--- config.mk ---
export PLATFORM = sky130hd
export DESIGN_NAME = mult_job_scheduler
export DESIGN_NICKNAME = d
export VERILOG_FILES = /design/src/rtl/mult_pkg.sv /design/src/rtl/rr_arbiter2.sv /design/src/rtl/mult_job_scheduler.sv
export SDC_FILE = /design/constraint.sdc
export NUM_CORES = 1
export LEC_CHECK = 0
export ABC_CLOCK_PERIOD_IN_PS = 3620
export CAP_MARGIN = 20
export CORE_MARGIN = 2
export CORE_UTILIZATION = 43
export CTS_CLUSTER_SIZE = 12
export DETAILED_ROUTE_END_ITERATION = 12
export PLACE_DENSITY = 0.9
export SLEW_MARGIN = 25
export SYNTH_ARGS = -nofsm -noshare
export SYNTH_HDL_FRONTEND = slang
export SYNTH_HIERARCHICAL = 1
export SYNTH_SLANG_ARGS = --single-unit
--- constraint.sdc ---
create_clock -name clk_i -period 3.62 [get_ports clk_i]
set_input_delay 1.086 -clock clk_i [delete_from_list [all_inputs] [get_ports clk_i]]
set_output_delay 1.086 -clock clk_i [all_outputs]
set_load 0.05 [all_outputs]
--- src/rtl/mult_pkg.sv ---
// Shared definitions for the multiplier job scheduler.
//   - cm codes understood by the shared configurable multiplier
//   - scheduler FSM state encoding
//   - default watchdog length
package mult_pkg;

  localparam logic [1:0] CM_SINGLE8  = 2'b00;
  localparam logic [1:0] CM_PAR8     = 2'b01;
  localparam logic [1:0] CM_SINGLE16 = 2'b10;
  localparam logic [1:0] CM_ILLEGAL  = 2'b11;

  typedef enum logic [2:0] {
    S_IDLE,
    S_CLEAR,
    S_START,
    S_WAIT,
    S_RESP
  } state_e;

  localparam int DEF_TIMEOUT_CYCLES = 64;

endpackage

--- src/rtl/rr_arbiter2.sv ---
// Two-way round-robin arbiter.
//   clk, rst_n : clock, synchronous active-low reset
//   req        : request vector (bit n = requester n)
//   update     : strobe, requester upd_id has just been served
//   upd_id     : id of the served requester
//   grant      : one-hot grant (combinational)
module rr_arbiter2 (
  input  logic       clk,
  input  logic       rst_n,
  input  logic [1:0] req,
  input  logic       update,
  input  logic       upd_id,
  output logic [1:0] grant
);

  // prio = requester favoured on a tie, i.e. the one not served last.
  logic prio;
  logic prio_eff;

  always_ff @(posedge clk) begin
    if (!rst_n)      prio <= 1'b0;
    else if (update) prio <= ~upd_id;
  end

  // While the update strobe is up the grant already reflects the new
  // pointer, so a registered ready computed this cycle is fair next cycle.
  assign prio_eff = update ? ~upd_id : prio;

  always_comb begin
    grant = 2'b00;
    case (req)
      2'b01:   grant = 2'b01;
      2'b10:   grant = 2'b10;
      2'b11:   grant = prio_eff ? 2'b10 : 2'b01;
      default: grant = 2'b00;
    endcase
  end

endmodule

--- src/rtl/mult_job_scheduler.sv ---
// Shares one configurable multiplier between two requesters.
//   req_*  : job channel per requester (valid/ready, operands, cm mode)
//   rsp_*  : response channel per requester (valid/ready), shared product/error
//   busy_o : FSM not in IDLE
//   mul_*  : pins of the shared multiplier (reset, enable, mode, operands,
//            product, data_valid)
module mult_job_scheduler
  import mult_pkg::*;
#(
  parameter int TIMEOUT_CYCLES = DEF_TIMEOUT_CYCLES,
  parameter int CNT_W          = 8
) (
  input  logic        clk_i,
  input  logic        reset_ni,
  input  logic [1:0]  req_valid_i,
  output logic [1:0]  req_ready_o,
  input  logic [63:0] req_operands_i,
  input  logic [3:0]  req_mode_i,
  output logic [1:0]  rsp_valid_o,
  input  logic [1:0]  rsp_ready_i,
  output logic [31:0] rsp_product_o,
  output logic        rsp_error_o,
  output logic        busy_o,
  output logic        mul_reset_no,
  output logic        mul_enable_o,
  output logic [1:0]  mul_cm_o,
  output logic [15:0] mul_multiplicand_o,
  output logic [15:0] mul_multiplier_o,
  input  logic [31:0] mul_product_i,
  input  logic        mul_data_valid_i
);

  state_e           state;
  logic [CNT_W-1:0] cnt;
  logic             id;
  logic [1:0]       hs, grant;
  logic             hs_id, rsp_done;
  logic [31:0]      sel_ops;
  logic [1:0]       sel_mode;

  // ready is one-hot, so at most one handshake bit is set
  assign hs       = req_valid_i & req_ready_o;
  assign hs_id    = hs[1];
  assign sel_ops  = hs_id ? req_operands_i[63:32] : req_operands_i[31:0];
  assign sel_mode = hs_id ? req_mode_i[3:2]       : req_mode_i[1:0];
  assign rsp_done = (state == S_RESP) && rsp_ready_i[id];

  rr_arbiter2 u_arb (
    .clk    (clk_i),
    .rst_n  (reset_ni),
    .req    (req_valid_i),
    .update (rsp_done),
    .upd_id (id),
    .grant  (grant)
  );

  always_ff @(posedge clk_i) begin
    if (!reset_ni) begin
      state              <= S_IDLE;
      cnt                <= '0;
      id                 <= 1'b0;
      req_ready_o        <= 2'b00;
      rsp_valid_o        <= 2'b00;
      rsp_product_o      <= '0;
      rsp_error_o        <= 1'b0;
      busy_o             <= 1'b0;
      mul_reset_no       <= 1'b0;
      mul_enable_o       <= 1'b0;
      mul_cm_o           <= 2'b00;
      mul_multiplicand_o <= '0;
      mul_multiplier_o   <= '0;
    end else begin
      mul_enable_o <= 1'b0;
      case (state)
        S_IDLE: begin
          mul_reset_no <= 1'b1;
          req_ready_o  <= grant;
          if (hs != 2'b00) begin
            req_ready_o <= 2'b00;
            id          <= hs_id;
            busy_o      <= 1'b1;
            if (sel_mode == CM_ILLEGAL) begin
              // reject without touching the multiplier
              rsp_valid_o   <= hs_id ? 2'b10 : 2'b01;
              rsp_product_o <= '0;
              rsp_error_o   <= 1'b1;
              state         <= S_RESP;
            end else begin
              // multiplier reset low for the CLEAR cycle flushes stale data_valid
              mul_reset_no       <= 1'b0;
              mul_cm_o           <= sel_mode;
              mul_multiplicand_o <= sel_ops[31:16];
              mul_multiplier_o   <= sel_ops[15:0];
              state              <= S_CLEAR;
            end
          end
        end
        S_CLEAR: begin
          mul_reset_no <= 1'b1;
          mul_enable_o <= 1'b1;
          state        <= S_START;
        end
        S_START: begin
          cnt   <= '0;
          state <= S_WAIT;
        end
        S_WAIT: begin
          // data_valid is tested first so it wins over a coincident timeout
          if (mul_data_valid_i) begin
            rsp_product_o <= mul_product_i;
            rsp_error_o   <= 1'b0;
            rsp_valid_o   <= id ? 2'b10 : 2'b01;
            state         <= S_RESP;
          end else if (cnt == CNT_W'(TIMEOUT_CYCLES - 1)) begin
            rsp_product_o <= '0;
            rsp_error_o   <= 1'b1;
            rsp_valid_o   <= id ? 2'b10 : 2'b01;
            state         <= S_RESP;
          end else begin
            cnt <= cnt + CNT_W'(1);
          end
        end
        S_RESP: begin
          if (rsp_ready_i[id]) begin
            rsp_valid_o <= 2'b00;
            busy_o      <= 1'b0;
            req_ready_o <= grant;
            state       <= S_IDLE;
          end
        end
        default: state <= S_IDLE;
      endcase
    end
  end

endmodule

Yosys cells after proc, flatten, opt, wreduce, memory -nomap -nowiden
Cells that the tools add are included.
- bits in registers: 87
- input port bits: 107
- logic and storage cells: 94
- output and inout bits: 74
- order comparisons: 1
- eq/ne operators: 15
- bitwise logic cells: 3
- reductions and logical operators: 16
- $add $sub $neg: 1
- muxes and demuxes: 44
- operators by type and width (kind ; number):
    $mux W32 ; 5
    $pmux W32 S2 ; 1
    $mux W2 ; 11
    $mux W8 ; 2
    $pmux W8 S2 ; 1
    $mux W3 ; 5
    $pmux W3 S5 ; 1
    $mux W1 ; 12
    $pmux W2 S3 ; 2
    $reduce_and A3 Y1 ; 4
    $reduce_bool A2 Y1 ; 5
    $add A8 B1 Y8 const B ; 1
    $eq A8 B6 Y1 const B ; 1
    $ne A2 B2 Y1 const B ; 4
    $eq A2 B2 Y1 const B ; 3
    $eq A3 B2 Y1 const B ; 2
    $pmux W1 S2 ; 3
    $reduce_and A5 Y1 ; 1
    $pmux W2 S2 ; 1
    $reduce_and A2 Y1 ; 2
    $reduce_and A4 Y1 ; 1
    $eq A3 B1 Y1 const B ; 1
    $eq A3 B3 Y1 const B ; 1
    $logic_not A3 Y1 ; 1
    8 further kinds ; 9

Depth between registers and ports, before layout
- word-level depth: 8
- depth in mapped cells: 8
- gate-level depth less buffers: 7

Hierarchy
Netlist, hierarchy kept.
- by module, submodules not included (module ; area an instance (um2) ; seq. area each (um2) ; cells each ; times used):
    mult_job_scheduler ; 3453.3 ; 1721.7 ; 383 ; 1
    rr_arbiter2 ; 56.3 ; 20.0 ; 7 ; 1

Least setup slack after synthesis
No wires, ideal clock.
- path type: input-to-reg
- start point: in req_valid_i[1]
- end point: reg rsp_product_o[0]
- data arrival time: 2352 ps
- buffers on the path: 1
- setup time: 60 ps
- slack: 1207 ps
- required time: 3560 ps
- cell stages on the path: 6
- path through: a22o_1 -> or4_1 -> and2_4 -> a21oi_4 -> buf_6 -> a22o_1
- word-level cells in the longest chain between the ends: 5
- elaborated cells on any way between the ends: 7
- classes of those cells: eq/ne: 3; mux: 1; bitwise: 1; reduce/logical: 2
- ends and longest elaborated chain (what ; line ; source):
    start, declared ; mult_job_scheduler.sv:15 ; input logic [1:0] req_valid_i,
    $and A2 B2 Y2 * ; mult_job_scheduler.sv:42 ; assign hs = req_valid_i & req_ready_o;
    $mux W2 ; mult_job_scheduler.sv:45 ; assign sel_mode = hs_id ? req_mode_i[3:2] : req_mode_i[1:0];
    $eq A2 B2 Y1 ; mult_job_scheduler.sv:82 ; if (sel_mode == CM_ILLEGAL) begin
    $ne A2 B2 Y1 (no line) ; -- ;
    $reduce_and A4 Y1 (no line) * ; -- ;
    end signal, assigned ; mult_job_scheduler.sv:110 ; rsp_product_o <= mul_product_i;
    end, declared ; mult_job_scheduler.sv:21 ; output logic [31:0] rsp_product_o,
Every way passes the cells marked *; elsewhere a longest branch is shown, timed or not.
A chain may end at the register's enable or synchronous reset.

Worst setup path in the final report
- start point: in req_valid_i[1]
- end point: reg rsp_product_o[15]
The elaborated chain is that of the path after synthesis.

==> impl_results.md <==
- Status: complete, no violations
- Most used cell along the critical path: a22o_1
- Final Hold Vio Count: 0
- Number of antenna violations at the first check in global routing: 0
- Vias in the first global route: between 3000 and 4000
- CP Cell Sequence: clkdlybuf4s50_1 -> a22o_1 -> or4_1 -> and2_4 -> a21oi_4 -> buf_4 -> a22o_1
- Num CTS Buffers: 9
- CP endpoint kind: flop
- Clk_lat worst skew: 340 ps
- CP startpoint kind: input port
- Vias: ~3600
- Crit path from: req_valid_i[1]
- WP data arrival: 3160 ps
- Largest cells by area after synthesis: dfxtp_1 50%, nand2_1 8.3%, a22o_1 8.2%
- Post-cts repair resize count: 0
- CTS Buffer Depth: 2
- Critical path's slowest cell: clkdlybuf4s50_1
- Clk slew on worst S/H paths: roughly 90 ps
- Die area: about 9000 um^2
- All-layer global routing usage: 0.233
- Register area share after synthesis: 0.496
- CP Depth: 7
- HP Class: reg -> reg
- CP bufs+invs: 2
- IR drop worst, VDD: approximately 0.00035 V
- Comb pwr share: 0.402
- Grt total ovfl: 0
- Crit path time final: around 2900 ps
- Ys Warns: 6
- Die X: 94.3 um
- Root buffer cell: clkbuf_8
- TritonCTS clock tree: done
- First-pass GRT wire length: ~16000 um
- Number of distinct library cells after synthesis: slightly below 50
- Area leader, netlist: dfxtp_1
- I/O pin total: between 150 and 200
- Non-Filler Instances: roughly 670
- Layout Nets: around 670
- Iteration-0 DRC Markers: about 160
- Routed Wire Length: approximately 10000 um
- Core region area: roughly 7800 um^2
- Critical Path End: rsp_product_o[15]$_SDFFE_PN0P_
- Vias per cell: 5.42
- Clock skew: approximately 7.4 ps
- End of the worst register-to-register path: rsp_product_o[15]$_SDFFE_PN0P_
- Main synth FF type: dfxtp_1
- Post-Syn Area: roughly 3500 um^2
- Area Growth Syn to Fin: 58.8%
- Crit path max-delay family: buffers and inverters
- Layout cells sized above 1: 0.0533
- Average cell area after synthesis: roughly 9.0 um^2
- Setup TNS Final: 0 ps
- Switching Share: 0.387
- DRT Pass-1 Iters: 4
- Post-synth EDFFs: 0
- Max Cap Viol: 0
- Area share of the largest cell type after synthesis: 0.496
- FF+latch count, synth: just under 90
- Syn Nets: 498
- Buffers added on ports: between 150 and 200
- Post-DR wirelength/cell: 15.7 um
- Largest fanout on the critical path: 32
- Worst slack at placement: about 420 ps
- Gpl congestion: 0.848
- Flop pwr share: 0.375
- Cells after DPL: about 650
- Internal: roughly 1.9 mW
- Worst Tran Pin Value: around 560 ps
- Static Leakage: around 2.0 nW
- Post-Synthesis Cells: 390
- RSZ-0062 raised after global routing: false
- Highest clock rate: around 0.35 GHz
- Cts hold-fix bufs: 0
- Final setup violation count: 0
- Reg2Reg Setup Slack: 1470 ps
- Final Util: 0.714
- Clock Sink Count: 87
- Largest net degree at the start of global routing: 65
- Starting density of the core: 0.450
- Post-synth top cells: 87 x dfxtp_1, 78 x nand2_1, 52 x nor2_1
- Postcts setup bufs: 0
- Die height: between 90 and 100 um
- Residual DRC count: 0
- Fin crit share: 0.794
- # diodes: 0
- Count leader, synth: dfxtp_1
- Kind of critical path: in -> reg
- # rows: 32
- Max stage delay on crit path: roughly 520 ps
- Final Max Slew Viols: 0
- Post-DP HPWL: 7930 um
- Fraction of registers with async set/reset: 0
- Number of H-tree levels: 3
- Worst r2r src: cnt[0]$_SDFFE_PN0P_
- CP required: just under 4000 ps
- NetSw: 1.22 mW
- Power Density: 567 nW/um^2
- Post-route ant nets: 0
- Clock network fraction of total power: 0.224
- Final WS setup: around 750 ps
- R2R cell count: 7
- Max transition margin: 0.625
state kept, by name (all words and copies together), names as in the netlist:
name and cells:
mul_enable_o 1, mul_reset_no 1, rsp_error_o 1, req_ready_o 2, u_arb/prio 1, busy_o 1
state 3, mul_multiplicand_o 16, cnt 8, rsp_valid_o 2, id 1, mul_cm_o 2
mul_multiplier_o 16, rsp_product_o 32
power by group through the flow:
| stage | logic, mW | clock network, mW | registers (mW) |
|---|---|---|---|
| after global placement | 1.24 | 0 | 1.20 |
| after detailed placement | 1.27 | 0 | 1.21 |
| final | 1.27 | 0.706 | 1.18 |
| after global routing | 1.35 | 0.767 | 1.20 |
| after CTS | 1.27 | 0.727 | 1.18 |
| after floorplan | 0.482 | 0 | 1.56 |
cell usage in the layout (no fill, tap or decap), types with 2 or more instances in the layout:
| cell | synthesis | final |
|---|---|---|
| clkdlybuf4s50_1 | 0 | 180 |
| dfxtp_1 | 87 | 87 |
| nand2_1 | 78 | 78 |
| nor2_1 | 52 | 51 |
| a22o_1 | 33 | 33 |
| a311oi_1 | 32 | 32 |
| clkbuf_8 | 0 | 11 |
| nand3_1 | 7 | 7 |
| a21oi_1 | 7 | 7 |
| mux2i_1 | 6 | 6 |
| o21ai_0 | 5 | 5 |
| buf_4 | 3 | 5 |
| and2_1 | 4 | 4 |
| nand4_1 | 4 | 4 |
| inv_1 | 4 | 4 |
| nor3_1 | 4 | 3 |
| xnor2_1 | 3 | 3 |
| a211oi_1 | 3 | 3 |
| or3b_1 | 2 | 2 |
| nor3_2 | 1 | 2 |
| xor2_1 | 2 | 2 |
| and3_1 | 2 | 2 |
| inv_6 | 0 | 2 |
final cells by class:
cell class / count / area, um^2
inverters: 5 / 18.8
clock buffers: 11 / 151
flip-flops and latches: 87 / 1740
multi-input cells: 269 / 1610
repair buffers: 186 / 1860
clock inverters: 5 / 63.8
well taps: 102 / 128
fillers: 602 / 2240
worst min-delay path, delay by kind of cell (launching register included):
family | cells | cell delay, ps
AND/OR/NAND/NOR | 1 | 50
flip-flops | 1 | 320
multiplexers | 1 | 50
kinds of logic (layout without fill, tap and decap cells):
logic type | Yosys count | after routing | synth area share
DFF | 87 | 87 | 0.496
adders and majority gates | 1 | 1 | 0.00356
AOI/OAI and AO/OA | 91 | 91 | 0.214
xor gates and xnor gates | 5 | 5 | 0.0125
muxes | 7 | 7 | 0.0203
and+or+nand+nor | 165 | 165 | 0.205
buffers and inverters | 34 | 207 | 0.0488
worst min-delay path by stage:
stage / start / endpoint / slack (ps) / cells past startpoint
floorplan: cnt[1]$_SDFFE_PN0P_ / cnt[1]$_SDFFE_PN0P_ / 480 / 2
global placement: rsp_valid_o[1]$_SDFFE_PN0P_ / rsp_valid_o[1]$_SDFFE_PN0P_ / 450 / 2
detailed placement: rsp_product_o[1]$_SDFFE_PN0P_ / rsp_product_o[1]$_SDFFE_PN0P_ / 460 / 1
CTS: rsp_valid_o[0]$_SDFFE_PN0P_ / rsp_valid_o[0]$_SDFFE_PN0P_ / 470 / 2
global route: rsp_product_o[29]$_SDFFE_PN0P_ / rsp_product_o[29]$_SDFFE_PN0P_ / 500 / 1
finish: rsp_valid_o[0]$_SDFFE_PN0P_ / rsp_valid_o[0]$_SDFFE_PN0P_ / 470 / 2
metrics by stage:
step | power [mW] | instance area [um^2] | hold slack, ps
after floorplan | 2.04 | 3510 | 476
after global placement | 2.44 | 5360 | 446
after detailed placement | 2.47 | 5360 | 457
after CTS | 3.18 | 5570 | 470
after global routing | 3.32 | 5570 | 495
final | 3.16 | 5570 | 466
metal layers:
metal | global-route usage | vias up | wire length, um
li1 | - | 1731 | -
met1 | 0.260 | 1673 | 3950
met2 | 0.408 | 182 | 5050
met3 | 0.0934 | 18 | 1170
met4 | 0.0737 | 0 | 238
met5 | 0 | - | 0
(Power assumes the default switching activity.)
